**src/rtl/riscv_pkg.sv**
```systemverilog
// Shared RV32I definitions for the memory-access stage: funct3 codes, MA FSM states,
// write-back select encodings and access-size helpers.
package riscv_pkg;

    localparam logic [2:0] F3_LB  = 3'b000;
    localparam logic [2:0] F3_LH  = 3'b001;
    localparam logic [2:0] F3_LW  = 3'b010;
    localparam logic [2:0] F3_LBU = 3'b100;
    localparam logic [2:0] F3_LHU = 3'b101;
    localparam logic [2:0] F3_SB  = 3'b000;
    localparam logic [2:0] F3_SH  = 3'b001;
    localparam logic [2:0] F3_SW  = 3'b010;

    localparam logic [1:0] RW_SEL_ALU = 2'b00;
    localparam logic [1:0] RW_SEL_MEM = 2'b01;
    localparam logic [1:0] RW_SEL_PC4 = 2'b10;

    typedef enum logic [1:0] {
        IDLE    = 2'b00,
        REQ     = 2'b01,
        WAIT_RD = 2'b10
    } ma_state_t;

    typedef enum logic [1:0] {
        SZ_BYTE = 2'b00,
        SZ_HALF = 2'b01,
        SZ_WORD = 2'b10
    } acc_size_t;

    // Byte/half codes coincide for loads and stores; 100/101 are only sized for loads.
    function automatic acc_size_t access_size(input logic [2:0] funct3, input logic is_load);
        acc_size_t size_v;
        case (funct3)
            F3_LB:   size_v = SZ_BYTE;
            F3_LH:   size_v = SZ_HALF;
            F3_LBU:  size_v = is_load ? SZ_BYTE : SZ_WORD;
            F3_LHU:  size_v = is_load ? SZ_HALF : SZ_WORD;
            default: size_v = SZ_WORD;
        endcase
        return size_v;
    endfunction

    function automatic logic is_misaligned(input acc_size_t size, input logic [1:0] addr_lo);
        logic mis_v;
        case (size)
            SZ_HALF: mis_v = addr_lo[0];
            SZ_WORD: mis_v = (addr_lo != 2'b00);
            default: mis_v = 1'b0;
        endcase
        return mis_v;
    endfunction

endpackage

```
**src/rtl/load_store_align.sv**
```systemverilog
// Combinational lane logic: store byte enables and replicated write data,
// plus load lane selection with sign/zero extension.
module load_store_align
    import riscv_pkg::*;
(
    input  logic [2:0]  funct3,
    input  logic [1:0]  addr_lo,
    input  logic [31:0] store_data,
    input  logic [31:0] read_data,
    output logic [3:0]  be,
    output logic [31:0] wdata,
    output logic [31:0] load_data
);

    logic [7:0]  byte_s;
    logic [15:0] half_s;
    logic        unsigned_s;

    assign unsigned_s = funct3[2];

    // Store side: byte enables shifted into place, data replicated across lanes.
    always_comb begin
        be    = 4'b1111;
        wdata = store_data;
        case (access_size(funct3, 1'b0))
            SZ_BYTE: begin
                be    = 4'b0001 << addr_lo;
                wdata = {4{store_data[7:0]}};
            end
            SZ_HALF: begin
                be    = 4'b0011 << {addr_lo[1], 1'b0};
                wdata = {2{store_data[15:0]}};
            end
            default: begin
                be    = 4'b1111;
                wdata = store_data;
            end
        endcase
    end

    // Load side: pick the addressed lane, then extend by the unsigned bit of funct3.
    always_comb begin
        byte_s    = read_data[7:0];
        half_s    = addr_lo[1] ? read_data[31:16] : read_data[15:0];
        load_data = read_data;
        case (addr_lo)
            2'b00:   byte_s = read_data[7:0];
            2'b01:   byte_s = read_data[15:8];
            2'b10:   byte_s = read_data[23:16];
            2'b11:   byte_s = read_data[31:24];
            default: byte_s = read_data[7:0];
        endcase
        case (access_size(funct3, 1'b1))
            SZ_BYTE: load_data = unsigned_s ? {24'h000000, byte_s} : {{24{byte_s[7]}}, byte_s};
            SZ_HALF: load_data = unsigned_s ? {16'h0000, half_s} : {{16{half_s[15]}}, half_s};
            default: load_data = read_data;
        endcase
    end

endmodule

```
**src/rtl/memory_access.sv**
```systemverilog
// RV32I memory-access stage: req/gnt/rvalid data-memory FSM with registered WB outputs.
// Optional misaligned-access trap enabled by defining MA_MISALIGN_TRAP_EN.
module memory_access
    import riscv_pkg::*;
#(
    parameter int ADDR_W = 32,
    parameter int XLEN   = 32
) (
    input  logic              i_clk,
    input  logic              i_rst,
    input  logic              i_ex_valid,
    output logic              o_ma_ready,
    input  logic [XLEN-1:0]   i_ex_result,
    input  logic [XLEN-1:0]   i_ex_write_data,
    input  logic [2:0]        i_ex_funct3,
    input  logic              i_ex_mem_read,
    input  logic              i_ex_mem_write,
    input  logic              i_ex_mem_to_reg,
    input  logic [1:0]        i_ex_rw_sel,
    input  logic [XLEN-1:0]   i_ex_pc_plus_4,
    input  logic              i_ex_reg_write,
    input  logic [4:0]        i_ex_rd_addr,
    output logic              o_dmem_req,
    output logic              o_dmem_we,
    output logic [ADDR_W-1:0] o_dmem_addr,
    output logic [3:0]        o_dmem_be,
    output logic [XLEN-1:0]   o_dmem_wdata,
    input  logic              i_dmem_gnt,
    input  logic              i_dmem_rvalid,
    input  logic [XLEN-1:0]   i_dmem_rdata,
    output logic              o_ma_valid,
    output logic              o_ma_reg_write,
    output logic [4:0]        o_ma_rd_addr,
    output logic              o_ma_mem_to_reg,
    output logic [1:0]        o_ma_rw_sel,
    output logic [XLEN-1:0]   o_ma_result,
    output logic [XLEN-1:0]   o_ma_read_data,
    output logic [XLEN-1:0]   o_ma_pc_plus_4
`ifdef MA_MISALIGN_TRAP_EN
    ,
    output logic              o_ma_misaligned
`endif
);

    ma_state_t       state_r, next_state_s;
    logic            is_mem_s, mis_s, req_s;
    logic            capture_s, alu_retire_s, mem_retire_s, trap_s;

    logic [XLEN-1:0] addr_r, store_data_r, pc_plus_4_r;
    logic [2:0]      funct3_r;
    logic            is_load_r, mem_to_reg_r, reg_write_r;
    logic [1:0]      rw_sel_r;
    logic [4:0]      rd_addr_r;
    logic [XLEN-1:0] word_addr_s;

    logic [3:0]      be_s;
    logic [XLEN-1:0] wdata_s, load_data_s;

    logic            ma_valid_r, ma_reg_write_r, ma_mem_to_reg_r;
    logic [4:0]      ma_rd_addr_r;
    logic [1:0]      ma_rw_sel_r;
    logic [XLEN-1:0] ma_result_r, ma_read_data_r, ma_pc_plus_4_r;

    assign is_mem_s = i_ex_mem_read | i_ex_mem_write;

`ifdef MA_MISALIGN_TRAP_EN
    logic ma_misaligned_r;
    assign mis_s           = is_misaligned(access_size(i_ex_funct3, i_ex_mem_read), i_ex_result[1:0]);
    assign o_ma_misaligned = ma_misaligned_r;
`else
    assign mis_s = 1'b0;
`endif

    load_store_align u_align (
        .funct3     (funct3_r),
        .addr_lo    (addr_r[1:0]),
        .store_data (store_data_r),
        .read_data  (i_dmem_rdata),
        .be         (be_s),
        .wdata      (wdata_s),
        .load_data  (load_data_s)
    );

    // State register; reset aborts any outstanding access.
    always_ff @(posedge i_clk or posedge i_rst) begin
        if (i_rst) begin
            state_r <= IDLE;
        end else begin
            state_r <= next_state_s;
        end
    end

    // Next-state and per-cycle control strobes.
    always_comb begin
        next_state_s = state_r;
        capture_s    = 1'b0;
        alu_retire_s = 1'b0;
        mem_retire_s = 1'b0;
        trap_s       = 1'b0;
        case (state_r)
            IDLE: begin
                if (i_ex_valid) begin
                    if (!is_mem_s) begin
                        alu_retire_s = 1'b1;
                    end else if (mis_s) begin
                        trap_s = 1'b1;
                    end else begin
                        capture_s    = 1'b1;
                        next_state_s = REQ;
                    end
                end else begin
                    next_state_s = IDLE;
                end
            end
            REQ: begin
                if (i_dmem_gnt) begin
                    if (is_load_r) begin
                        next_state_s = WAIT_RD;
                    end else begin
                        mem_retire_s = 1'b1;
                        next_state_s = IDLE;
                    end
                end else begin
                    next_state_s = REQ;
                end
            end
            WAIT_RD: begin
                if (i_dmem_rvalid) begin
                    mem_retire_s = 1'b1;
                    next_state_s = IDLE;
                end else begin
                    next_state_s = WAIT_RD;
                end
            end
            default: next_state_s = IDLE;
        endcase
    end

    // Capture of EX fields for the duration of a memory access.
    always_ff @(posedge i_clk or posedge i_rst) begin
        if (i_rst) begin
            addr_r       <= {XLEN{1'b0}};
            store_data_r <= {XLEN{1'b0}};
            pc_plus_4_r  <= {XLEN{1'b0}};
            funct3_r     <= 3'b000;
            is_load_r    <= 1'b0;
            mem_to_reg_r <= 1'b0;
            reg_write_r  <= 1'b0;
            rw_sel_r     <= 2'b00;
            rd_addr_r    <= 5'd0;
        end else if (capture_s) begin
            addr_r       <= i_ex_result;
            store_data_r <= i_ex_write_data;
            pc_plus_4_r  <= i_ex_pc_plus_4;
            funct3_r     <= i_ex_funct3;
            is_load_r    <= i_ex_mem_read;
            mem_to_reg_r <= i_ex_mem_to_reg;
            reg_write_r  <= i_ex_reg_write;
            rw_sel_r     <= i_ex_rw_sel;
            rd_addr_r    <= i_ex_rd_addr;
        end
    end

    // WB-facing registers; data fields hold across bubbles, reg_write never does.
    always_ff @(posedge i_clk or posedge i_rst) begin
        if (i_rst) begin
            ma_valid_r      <= 1'b0;
            ma_reg_write_r  <= 1'b0;
            ma_rd_addr_r    <= 5'd0;
            ma_mem_to_reg_r <= 1'b0;
            ma_rw_sel_r     <= 2'b00;
            ma_result_r     <= {XLEN{1'b0}};
            ma_read_data_r  <= {XLEN{1'b0}};
            ma_pc_plus_4_r  <= {XLEN{1'b0}};
`ifdef MA_MISALIGN_TRAP_EN
            ma_misaligned_r <= 1'b0;
`endif
        end else begin
            ma_valid_r <= alu_retire_s | mem_retire_s | trap_s;
`ifdef MA_MISALIGN_TRAP_EN
            ma_misaligned_r <= trap_s;
`endif
            if (alu_retire_s || trap_s) begin
                ma_reg_write_r  <= alu_retire_s & i_ex_reg_write;
                ma_rd_addr_r    <= i_ex_rd_addr;
                ma_mem_to_reg_r <= i_ex_mem_to_reg;
                ma_rw_sel_r     <= i_ex_rw_sel;
                ma_result_r     <= i_ex_result;
                ma_pc_plus_4_r  <= i_ex_pc_plus_4;
            end else if (mem_retire_s) begin
                ma_reg_write_r  <= reg_write_r;
                ma_rd_addr_r    <= rd_addr_r;
                ma_mem_to_reg_r <= mem_to_reg_r;
                ma_rw_sel_r     <= rw_sel_r;
                ma_result_r     <= addr_r;
                ma_pc_plus_4_r  <= pc_plus_4_r;
                if (is_load_r) begin
                    ma_read_data_r <= load_data_s;
                end
            end else begin
                ma_reg_write_r <= 1'b0;
            end
        end
    end

    assign req_s       = (state_r == REQ);
    assign word_addr_s = {addr_r[XLEN-1:2], 2'b00};

    assign o_ma_ready      = (state_r == IDLE);
    assign o_dmem_req      = req_s;
    assign o_dmem_we       = req_s & ~is_load_r;
    assign o_dmem_addr     = req_s ? word_addr_s[ADDR_W-1:0] : {ADDR_W{1'b0}};
    assign o_dmem_be       = req_s ? be_s : 4'b0000;
    assign o_dmem_wdata    = req_s ? wdata_s : {XLEN{1'b0}};

    assign o_ma_valid      = ma_valid_r;
    assign o_ma_reg_write  = ma_reg_write_r;
    assign o_ma_rd_addr    = ma_rd_addr_r;
    assign o_ma_mem_to_reg = ma_mem_to_reg_r;
    assign o_ma_rw_sel     = ma_rw_sel_r;
    assign o_ma_result     = ma_result_r;
    assign o_ma_read_data  = ma_read_data_r;
    assign o_ma_pc_plus_4  = ma_pc_plus_4_r;

endmodule

```
**config.mk**
```make
export PLATFORM = sky130hd
export DESIGN_NAME = memory_access
export DESIGN_NICKNAME = d
export VERILOG_FILES = /design/src/rtl/riscv_pkg.sv /design/src/rtl/load_store_align.sv /design/src/rtl/memory_access.sv
export SDC_FILE = /design/constraint.sdc
export NUM_CORES = 1
export LEC_CHECK = 0
export BUFFER_PORTS_ARGS = -buffer_cell sky130_fd_sc_hd__buf_2
export CAP_MARGIN = 20
export CORE_UTILIZATION = 40
export CTS_BUF_LIST = sky130_fd_sc_hd__clkbuf_8 sky130_fd_sc_hd__clkbuf_16
export CTS_CLUSTER_SIZE = 14
export DETAILED_ROUTE_END_ITERATION = 10
export GPL_TIMING_DRIVEN = 0
export PLACE_DENSITY = 0.66
export SYNTH_ARGS = -nofsm -noshare
export SYNTH_HDL_FRONTEND = slang
export SYNTH_SLANG_ARGS = --single-unit
export TNS_END_PERCENT = 5
```
**constraint.sdc**
```tcl
create_clock -name i_clk -period 8.1 [get_ports i_clk]
set_clock_uncertainty 0.15 [all_clocks]
set_input_delay 1.215 -clock i_clk [delete_from_list [all_inputs] [get_ports i_clk]]
set_output_delay 1.215 -clock i_clk [all_outputs]
set_load 0.02 [all_outputs]
```
* After elaboration in Yosys (flattened, before gate mapping)
Cells that the tools add are included.
Word-level totals: bits in registers 217, bits of input ports 147, word-level logic and storage cells 86
Cells by class: eq/ne operators 11, shifts and indexed selects 2, muxes and demuxes 40, bitwise operators 6, reductions and logical operators 9
Operators by type and width (number):
- $mux W32 | 8
- $pmux W32 S2 | 2
- $pmux W8 S4 | 1
- $mux W16 | 1
- $mux W2 | 7
- $mux W1 | 13
- $mux W5 | 2
- $eq A2 B1 Y1 const B | 4
- $logic_not A2 Y1 | 4
- $pmux W2 S2 | 2
- $pmux W4 S2 | 1
- $eq A2 B2 Y1 const B | 3
- $eq A3 B3 Y1 const B | 2
- $pmux W2 S3 | 1
- $mux W4 | 1
- $reduce_or A2 Y1 | 2
- $shl A1 B2 Y4 const A | 1
- $shl A2 B2 Y4 const A | 1
- $eq A3 B1 Y1 const B | 1
- $logic_not A3 Y1 | 1
- $ne A3 B2 Y1 const B | 1
- $reduce_and A3 Y1 | 1
- $and A1 B1 Y1 | 2
- $not A1 Y1 | 2
- other kinds (3) | 4

* Logic depth before layout (Yosys ltp)
Gate-level depths: netlist of the first run.
depth after elaboration 6, mapped depth 9, mapped depth without buffers 6

* Modules after synthesis
A second synthesis of the first run with hierarchy kept.
Second synthesis, totals: cells, all modules 1002, area, all modules 10767.8 µm²
By module, submodules not included:
- memory_access | instances 1, cells an instance 831, area each 9699.3 µm², seq. area each 5430.2 µm²
- load_store_align | instances 1, cells an instance 171, area each 1068.5 µm², seq. area each 0.0 µm²

* Worst setup path before layout of the first run
OpenSTA, ideal clock, no wires.
kind register -> output, start reg funct3_r[1], end out o_dmem_wdata[28], data arrival time 1.709 ns, path slack 5.026 ns, cell stages (with the launch flop) 5, buffers on the path 1, cell sequence dfrtp_1 -> nor2_1 -> clkbuf_1 -> nor2_1 -> a211oi_1
On the way: word-level cells in the longest chain between the ends 5, elaborated cells on any way between the ends 7, classes of those cells eq/ne (2); mux (3); reduce/logical (2)
Ends and longest elaborated chain:
- start, declared | line memory_access.sv:50 | logic [2:0] funct3_r;
- start signal, assigned | line memory_access.sv:155 | funct3_r <= i_ex_funct3;
- $eq A3 B1 Y1 or $logic_not A3 Y1 (tied branches) | line riscv_pkg.sv:33 | case (funct3)
- $pmux W2 S2 (*) | line riscv_pkg.sv:33
- $eq A2 B1 Y1 or $logic_not A2 Y1 (tied branches) | line load_store_align.sv:25 | case (access_size(funct3, 1'b0))
- $pmux W32 S2 (*) | line load_store_align.sv:25
- $mux W32 (*) | line memory_access.sv:214 | assign o_dmem_wdata = req_s ? wdata_s : {XLEN{1'b0}};
- end, declared | line memory_access.sv:27 | output logic [XLEN-1:0] o_dmem_wdata,
Every way passes the cells marked *; elsewhere a longest branch is shown, timed or not.

* Final worst setup path of the first run
start reg state_r[1], end out o_dmem_wdata[17]
On the way: word-level cells in the longest chain between the ends 2
Ends and longest elaborated chain:
- start, declared | line memory_access.sv:45 | ma_state_t state_r, next_state_s;
- start signal, assigned | line memory_access.sv:89 | state_r <= next_state_s;
- $eq A2 B1 Y1 | line memory_access.sv:206 | assign req_s = (state_r == REQ);
- $mux W32 | line memory_access.sv:214
No other way between the ends.

==> impl_metrics.tcl, run 1 <==
set metrics [dict create \
    place_ws_ns 4.51 \
    hold_viol 0 \
    async_flop_share_pct 100 \
    cp_slowest_cell "clkbuf_1" \
    htreeDepth 1 \
    gr-total-overflow 0 \
    vias 8188 \
    drt-initial-drc-count 568 \
    die_y_um 161 \
    path_class "reg -> out" \
    core_area_um2 24500 \
    yosysWarningCount 0 \
    arrival_ns 2.75 \
    tritoncts "built" \
    start_util_pct 41.2 \
    die_w_um 161 \
    routed_wl_mm 29.7 \
    slew-limit-headroom_pct 43.5 \
    dr.pass1.iters 7 \
    holdCritPathClass "reg -> reg" \
    drv_cap 0 \
    fmax_mhz 243 \
    yosys.cell_types.count 44 \
    synthCells 906 \
    status "finished clean" \
    clock_sinks 217 \
    drc 0 \
    synth_seq_cells 217 \
    slowest_delay_ns 0.59 \
    die_area_um2 25900 \
    worstMarginPinSlew_ns 0.848 \
    grt_antenna_before_repair 7 \
    endpoint_kind "output pin" \
    setup_ws_ns 3.98 \
    ir_drop_mv 0.199 \
    cts_setup_buffers 0 \
    clk_pin_slew_ns 0.06 \
    grt_pass1_vias 8147 \
    fin_crit_ns 4.12 \
    ys.flop_type "dfrtp_1" \
    whs_path_depth 2 \
    setup_viol 0 \
    num_rows 57 \
    synthToLayoutAreaGrowth_pct 28.0 \
    num_io_pins 324 \
    yosysSeqAreaShare_pct 53.8 \
    startpoint_type "flop" \
    syn_area_per_cell_um2 11.2 \
    leakage_nw 6.78 \
    io_buffers 321 \
    place_hpwl_mm 21.4 \
    synth_edf_count 0 \
    grt_setup_unrepaired "false" \
    cts_buffers 25 \
    postRouteAntennaNets 0 \
    grt_max_degree 116 \
    cts_hold_buf 0 \
    powerDensity_nw_per_um2 425 \
    maxSlewViolCount 0 \
    clk_latency_ns 0.52 \
    ff2ff_path_depth 9 \
    grt_pass1_wl_mm 46.1 \
    clock_path_buffers 3 \
    post_cts_resized 0 \
    track_usage_pct 22.6 \
    worstPathCellList "inv_1 -> ha_1 -> inv_1 -> clkbuf_1 -> clkbuf_1 -> a21oi_1 -> buf_2" \
    wl_per_cell_um 18.6 \
    gp_congestion 0.866 \
    power_mw 5.50 \
    syn_area_um2 10100 \
    min_period_over_period_pct 50.8 \
    viasPerCell 5.12 \
    post_route_cells_drive_above_1_share_pct 40.9 \
    fin_nets 1407 \
    cp_max_fo 10 \
    critical_path_required_ns 6.73 \
    clockRootBuffer "clkbuf_16" \
]
## final cells by class
cell class,count,area (um^2)
repair buffers,322,1630
inverters,14,60.1
clock buffers,32,722
well taps,324,405
multi-input cells,612,4290
clock inverters,12,50.0
flip-flops and latches,217,5430
diodes,3,7.51
plain buffers,64,334
fillers,2283,11600
## critical path, delay by kind of cell, from the launching register on
family          cells  cell delay (ns)
compound gates      1             0.12
flops               1             0.39
fa+ha+maj           1             0.27
buf+inv             5             1.45
## routing by layer
metal / part of all wire, % / GRT usage (%)
met1: 42 / 30.0
met2: 47 / 36.4
met3: 8.5 / 6.53
met4: 2.0 / 5.87
met5: 0.17 / 0
## Yosys cell counts (2+ instances only)
| master | n | share of area (%) |
|---|---|---|
| inv_1 | 14 | 0.52 |
| buf_2 | 26 | 1.3 |
| mux2i_1 | 87 | 8.6 |
| dfrtp_1 | 217 | 54 |
| a221oi_1 | 9 | 0.78 |
| a21oi_4 | 2 | 0.32 |
| nand2_1 | 135 | 5.0 |
| buf_1 | 2 | 0.074 |
| and2_1 | 40 | 2.5 |
| o21ai_0 | 41 | 2.0 |
| a211oi_1 | 8 | 0.59 |
| clkbuf_1 | 24 | 0.89 |
| o21ai_1 | 59 | 2.9 |
| a21o_1 | 8 | 0.59 |
| a21oi_2 | 10 | 0.87 |
| mux2_2 | 108 | 12 |
| a21oi_1 | 30 | 1.5 |
| buf_4 | 10 | 0.74 |
| nand2b_1 | 7 | 0.43 |
| nor2_1 | 35 | 1.3 |
| ha_1 | 4 | 0.50 |
| or3_1 | 7 | 0.43 |
| mux2_4 | 2 | 0.30 |
## final timing paths
path | from | end | slack (ns)
worst max-delay path | state_r[1]$_DFFE_PP0P_ | o_dmem_wdata[17] | 3.98
max in group asynchronous | i_rst | o_ma_result[12]$_DFFE_PP0P_ | 6.15
worst min register to register | o_ma_read_data[3]$_DFFE_PP0P_ | o_ma_read_data[3]$_DFFE_PP0P_ | 0.32
worst min-delay path | o_ma_read_data[3]$_DFFE_PP0P_ | o_ma_read_data[3]$_DFFE_PP0P_ | 0.32
min in group asynchronous | i_rst | o_ma_pc_plus_4[0]$_DFFE_PP0P_ | 0.66
worst max register to register | state_r[0]$_DFFE_PP0P_ | o_ma_result[25]$_DFFE_PP0P_ | 5.46
## power by group
part | switching (mW) | total [mW] | internal (mW)
logic | 1.51 | 2.52 | 1.01
registers | 0.316 | 1.93 | 1.61
clock network | 0.441 | 1.06 | 0.619
## stage by stage
step | utilization (%) | cell area, um^2 | TNS (ns) | instances | hold WS [ns]
global placement | 49.4 | 12100 | -415.47 | 1552 | 0.307
detailed placement | 49.5 | 12200 | 0 | 1553 | 0.312
CTS | 52.7 | 12900 | 0 | 1597 | 0.324
finish | 52.7 | 12900 | 0 | 1600 | 0.322
floorplan | - | 10100 | 0 | 907 | 0.329
global route | 52.7 | 12900 | 0 | 1599 | 0.350
## placed cells by master, fill, tap and decap left out, drive strengths merged, types with 26 or more instances in the layout
| cell | instances |
|---|---|
| o21ai | 100 |
| inv | 26 |
| mux2i | 87 |
| nand2 | 135 |
| mux2 | 111 |
| buf | 362 |
| and2 | 40 |
| clkbuf | 56 |
| dfrtp | 217 |
| a21oi | 42 |
| nor2 | 35 |
## cells by family (layout without fill, tap and decap cells)
kind of cell | after synthesis | count (layout) | share of synthesized area [%]
simple gates | 233 | 233 | 10.4
flops | 217 | 217 | 53.8
mux | 199 | 199 | 21.3
compound gates | 174 | 174 | 10.2
buf+inv | 78 | 444 | 3.83
fa+ha+maj | 4 | 4 | 0.495
other cells | 1 | 5 | 0.0371
(Power assumes the default switching activity.)
==> run 2, diff against run 1 <==
--- a/config.mk
+++ b/config.mk
@@ -5,6 +5,7 @@
 export SDC_FILE = /design/constraint.sdc
 export NUM_CORES = 1
 export LEC_CHECK = 0
+export ABC_AREA = 1
 export BUFFER_PORTS_ARGS = -buffer_cell sky130_fd_sc_hd__buf_2
 export CAP_MARGIN = 20
 export CORE_UTILIZATION = 40
==> constraint.sdc (replaced) <==
create_clock -name i_clk -period 3.9 [get_ports i_clk]
set_clock_uncertainty 0.15 [all_clocks]
set_input_delay 0.585 -clock i_clk [delete_from_list [all_inputs] [get_ports i_clk]]
set_output_delay 0.585 -clock i_clk [all_outputs]
set_load 0.02 [all_outputs]
==> run 2 against run 1 <==
Setup slack lost 3.6 ns. Via count rose by 17%. Register-to-register slack lost 4.1 ns. Routed wire length rose by 6.3%. Synthesized cell count rose by 35%. Combinational power is 99% higher. Clock power grew to 2.5 times the previous value. Final cell count up 20%. Sequential cell count is the same. Sequential power grew 100%. Critical endpoint is now o_dmem_wdata[23]. Highest routed layer unchanged.
==> impl_metrics.tcl, run 2 <==
set metrics [dict create \
    grt_use_met1_pct 30.7 \
    endpoint_kind "output pin" \
    vias 9618 \
    tritoncts "built" \
    cts_hold_buf 0 \
    yosys.cell_types.count 28 \
    grt_antenna_before_repair 10 \
    startpoint_type "flop" \
    routed_wl_mm 31.6 \
    slew-limit-headroom_pct 46.8 \
    setup_ws_ns 0.394 \
    setup_viol 0 \
    arrival_ns 2.77 \
    yosysWarningCount 0 \
    final_common_cell "nand2_1" \
    die_w_um 161 \
    grt_use_met2_pct 39.1 \
    syn_area_um2 10100 \
    worst_r2r_endpoint "rw_sel_r[0]$_DFFE_PP0P_" \
    start_util_pct 41.1 \
    core_area_um2 24500 \
    place_ws_ns 0.938 \
    die_y_um 161 \
    ir_drop_mv 0.453 \
    critical_path_required_ns 3.16 \
    fin_crit_ns 3.51 \
    maxSlewViolCount 0 \
    crit_buf_inv 4 \
    synthToLayoutAreaGrowth_pct 30.5 \
    async_flop_share_pct 100 \
    track_usage_pct 24.3 \
    synth_top_area_share_pct 53.8 \
    worstMarginPinSlew_ns 0.796 \
    syn_area_per_cell_um2 8.26 \
    fillerInstances 2369 \
    wl_per_cell_um 16.4 \
    final_cell_mix "nand2_1 (470), buf_2 (356), dfrtp_1 (217)" \
    path_class "reg -> out" \
    hold_viol 0 \
    clock_path_buffers 3 \
    cp_max_fo 10 \
    num_io_pins 324 \
    cts_buffers 25 \
    grt_pass1_vias 9399 \
    cp_common_cell "clkbuf_1" \
    die_area_um2 25900 \
    fmax_mhz 285 \
    postRouteAntennaNets 0 \
    gr-total-overflow 0 \
    slowest_delay_ns 0.51 \
    yosysSeqAreaShare_pct 53.8 \
    clock_sinks 217 \
    clk_pin_slew_ns 0.06 \
    clockRootBuffer "clkbuf_16" \
    synth.most_common_cell "nand2_1" \
    drc 0 \
    r2r_setup_slack_ns 1.38 \
    instances_no_fill 1921 \
    fin_nets 1728 \
    grtUsageMet3_pct 6.15 \
    multi_input_area_um2 3810 \
    yosysTopAreaCell "dfrtp_1" \
    viasPerCell 5.01 \
    holdCritPathClass "in -> async" \
    final-seq-area_um2 5430 \
    dp_cells 1874 \
    drv_cap 0 \
    timing.rr.start "state_r[0]$_DFFE_PP0P_" \
    place_area_um2 12200 \
    worstPathCellList "inv_1 -> ha_1 -> clkbuf_1 -> clkbuf_1 -> o21ai_0 -> nor2_1 -> buf_2" \
    synthCells 1222 \
    cts_setup_buffers 0 \
    post_route_cells_drive_above_1_share_pct 28.8 \
    grt_max_degree 42 \
    io_buffers 321 \
    synth.top_cells.by_area "dfrtp_1 (54%), nand2_1 (17%), o211ai_1 (5.7%)" \
    clk_latency_ns 0.53 \
    min_period_over_period_pct 89.9 \
    gp_congestion 0.921 \
    cp_slowest_cell "clkbuf_1" \
    powerDensity_nw_per_um2 880 \
    leakage_nw 7.41 \
    post_cts_resized 0 \
    top_usage_layer "met2" \
    place_hpwl_mm 23.5 \
    grt_pass1_wl_mm 49.8 \
    finalInstanceArea_um2 13200 \
    status "finished clean" \
    setup_tns_ns 0 \
    grt_setup_unrepaired "false" \
    ff2ff_path_depth 8 \
    critPathTopFamily "buffers and inverters" \
    ys_top_cells_by_count "nand2_1 (470), dfrtp_1 (217), inv_1 (127)" \
    htreeDepth 1 \
    dr.pass1.iters 5 \
    ys.flop_type "dfrtp_1" \
    num_rows 57 \
    synth_edf_count 0 \
    drt-initial-drc-count 879 \
    synth_seq_cells 217 \
]
-- run 2: changes by cell type in the layout (fill, tap and decap cells not counted), moves of 10 or more --
cell and change:
a21oi_2 -10, and2_1 -40, inv_1 +104, mux2_2 -81, mux2i_1 -87, nand2_1 +335
nand3_1 +46, nor2_1 +20, o211ai_1 +77, o21ai_0 +38, o21ai_1 -59
-- run 2: worst register-to-register path: cells and delay by family, from the launching register on --
kind / cells / cell delay (ns)
buffers and inverters: 4 / 1.08
adder cells (fa/ha/maj): 1 / 0.24
AO/OA/AOI/OAI: 2 / 0.44
flip-flops: 1 / 0.38
AND/OR/NAND/NOR: 1 / 0.07
-- run 2: cell type report --
class                      instances  area share (%)
sequential                       217            41.2
multi-input combinational        803            28.9
timing repair buffer             327            13.1
clock buffer                      28            5.06
inverter                         135            3.88
tap                              324            3.08
buffer                            68            2.61
clock inverter                    15            2.00
antenna                            4          0.0760
-- run 2: report_power, final --
group	switching (mW)	internal, mW
combinational	3.33	1.69
sequential	0.631	3.29
clock	0.965	1.69
total	4.93	6.66
-- run 2: how the worst max path moves through the flow --
stage,start,depth (start not counted),end
global placement,i_rst,2,o_ma_result[11]$_DFFE_PP0P_
floorplan,i_rst,1,addr_r[0]$_DFFE_PP0P_
finish,state_r[1]$_DFFE_PP0P_,7,o_dmem_wdata[23]
global route,state_r[1]$_DFFE_PP0P_,7,o_dmem_wdata[23]
CTS,state_r[1]$_DFFE_PP0P_,7,o_dmem_wdata[23]
detailed placement,state_r[1]$_DFFE_PP0P_,7,o_dmem_wdata[23]
-- run 2: cell families after synthesis --
logic type / Yosys count / share of synthesized area (%)
simple gates: 582 / 22.8
flops: 217 / 53.8
buf+inv: 203 / 8.43
compound gates: 188 / 11.4
mux: 27 / 3.01
fa+ha+maj: 4 / 0.496
other cells: 1 / 0.0372
-- run 2: through the flow --
stage / power [mW] / hold slack [ns] / utilization (%)
6_report: 11.6 / 0.0500 / 53.7
5_1_grt: 12.3 / 0.0835 / 53.7
4_1_cts: 11.7 / 0.0533 / 53.6
3_5_place_dp: 8.94 / 0.307 / 49.8
3_3_place_gp: 8.82 / 0.300 / 49.4
2_1_floorplan: 7.13 / 0.297 / -
-- run 2: per-layer routing --
metal  share of wire, %  wire length [um]
met5               0.11                34
met4                4.4              1400
met3                8.6              2730
met2                 47             14800
met1                 40             12600
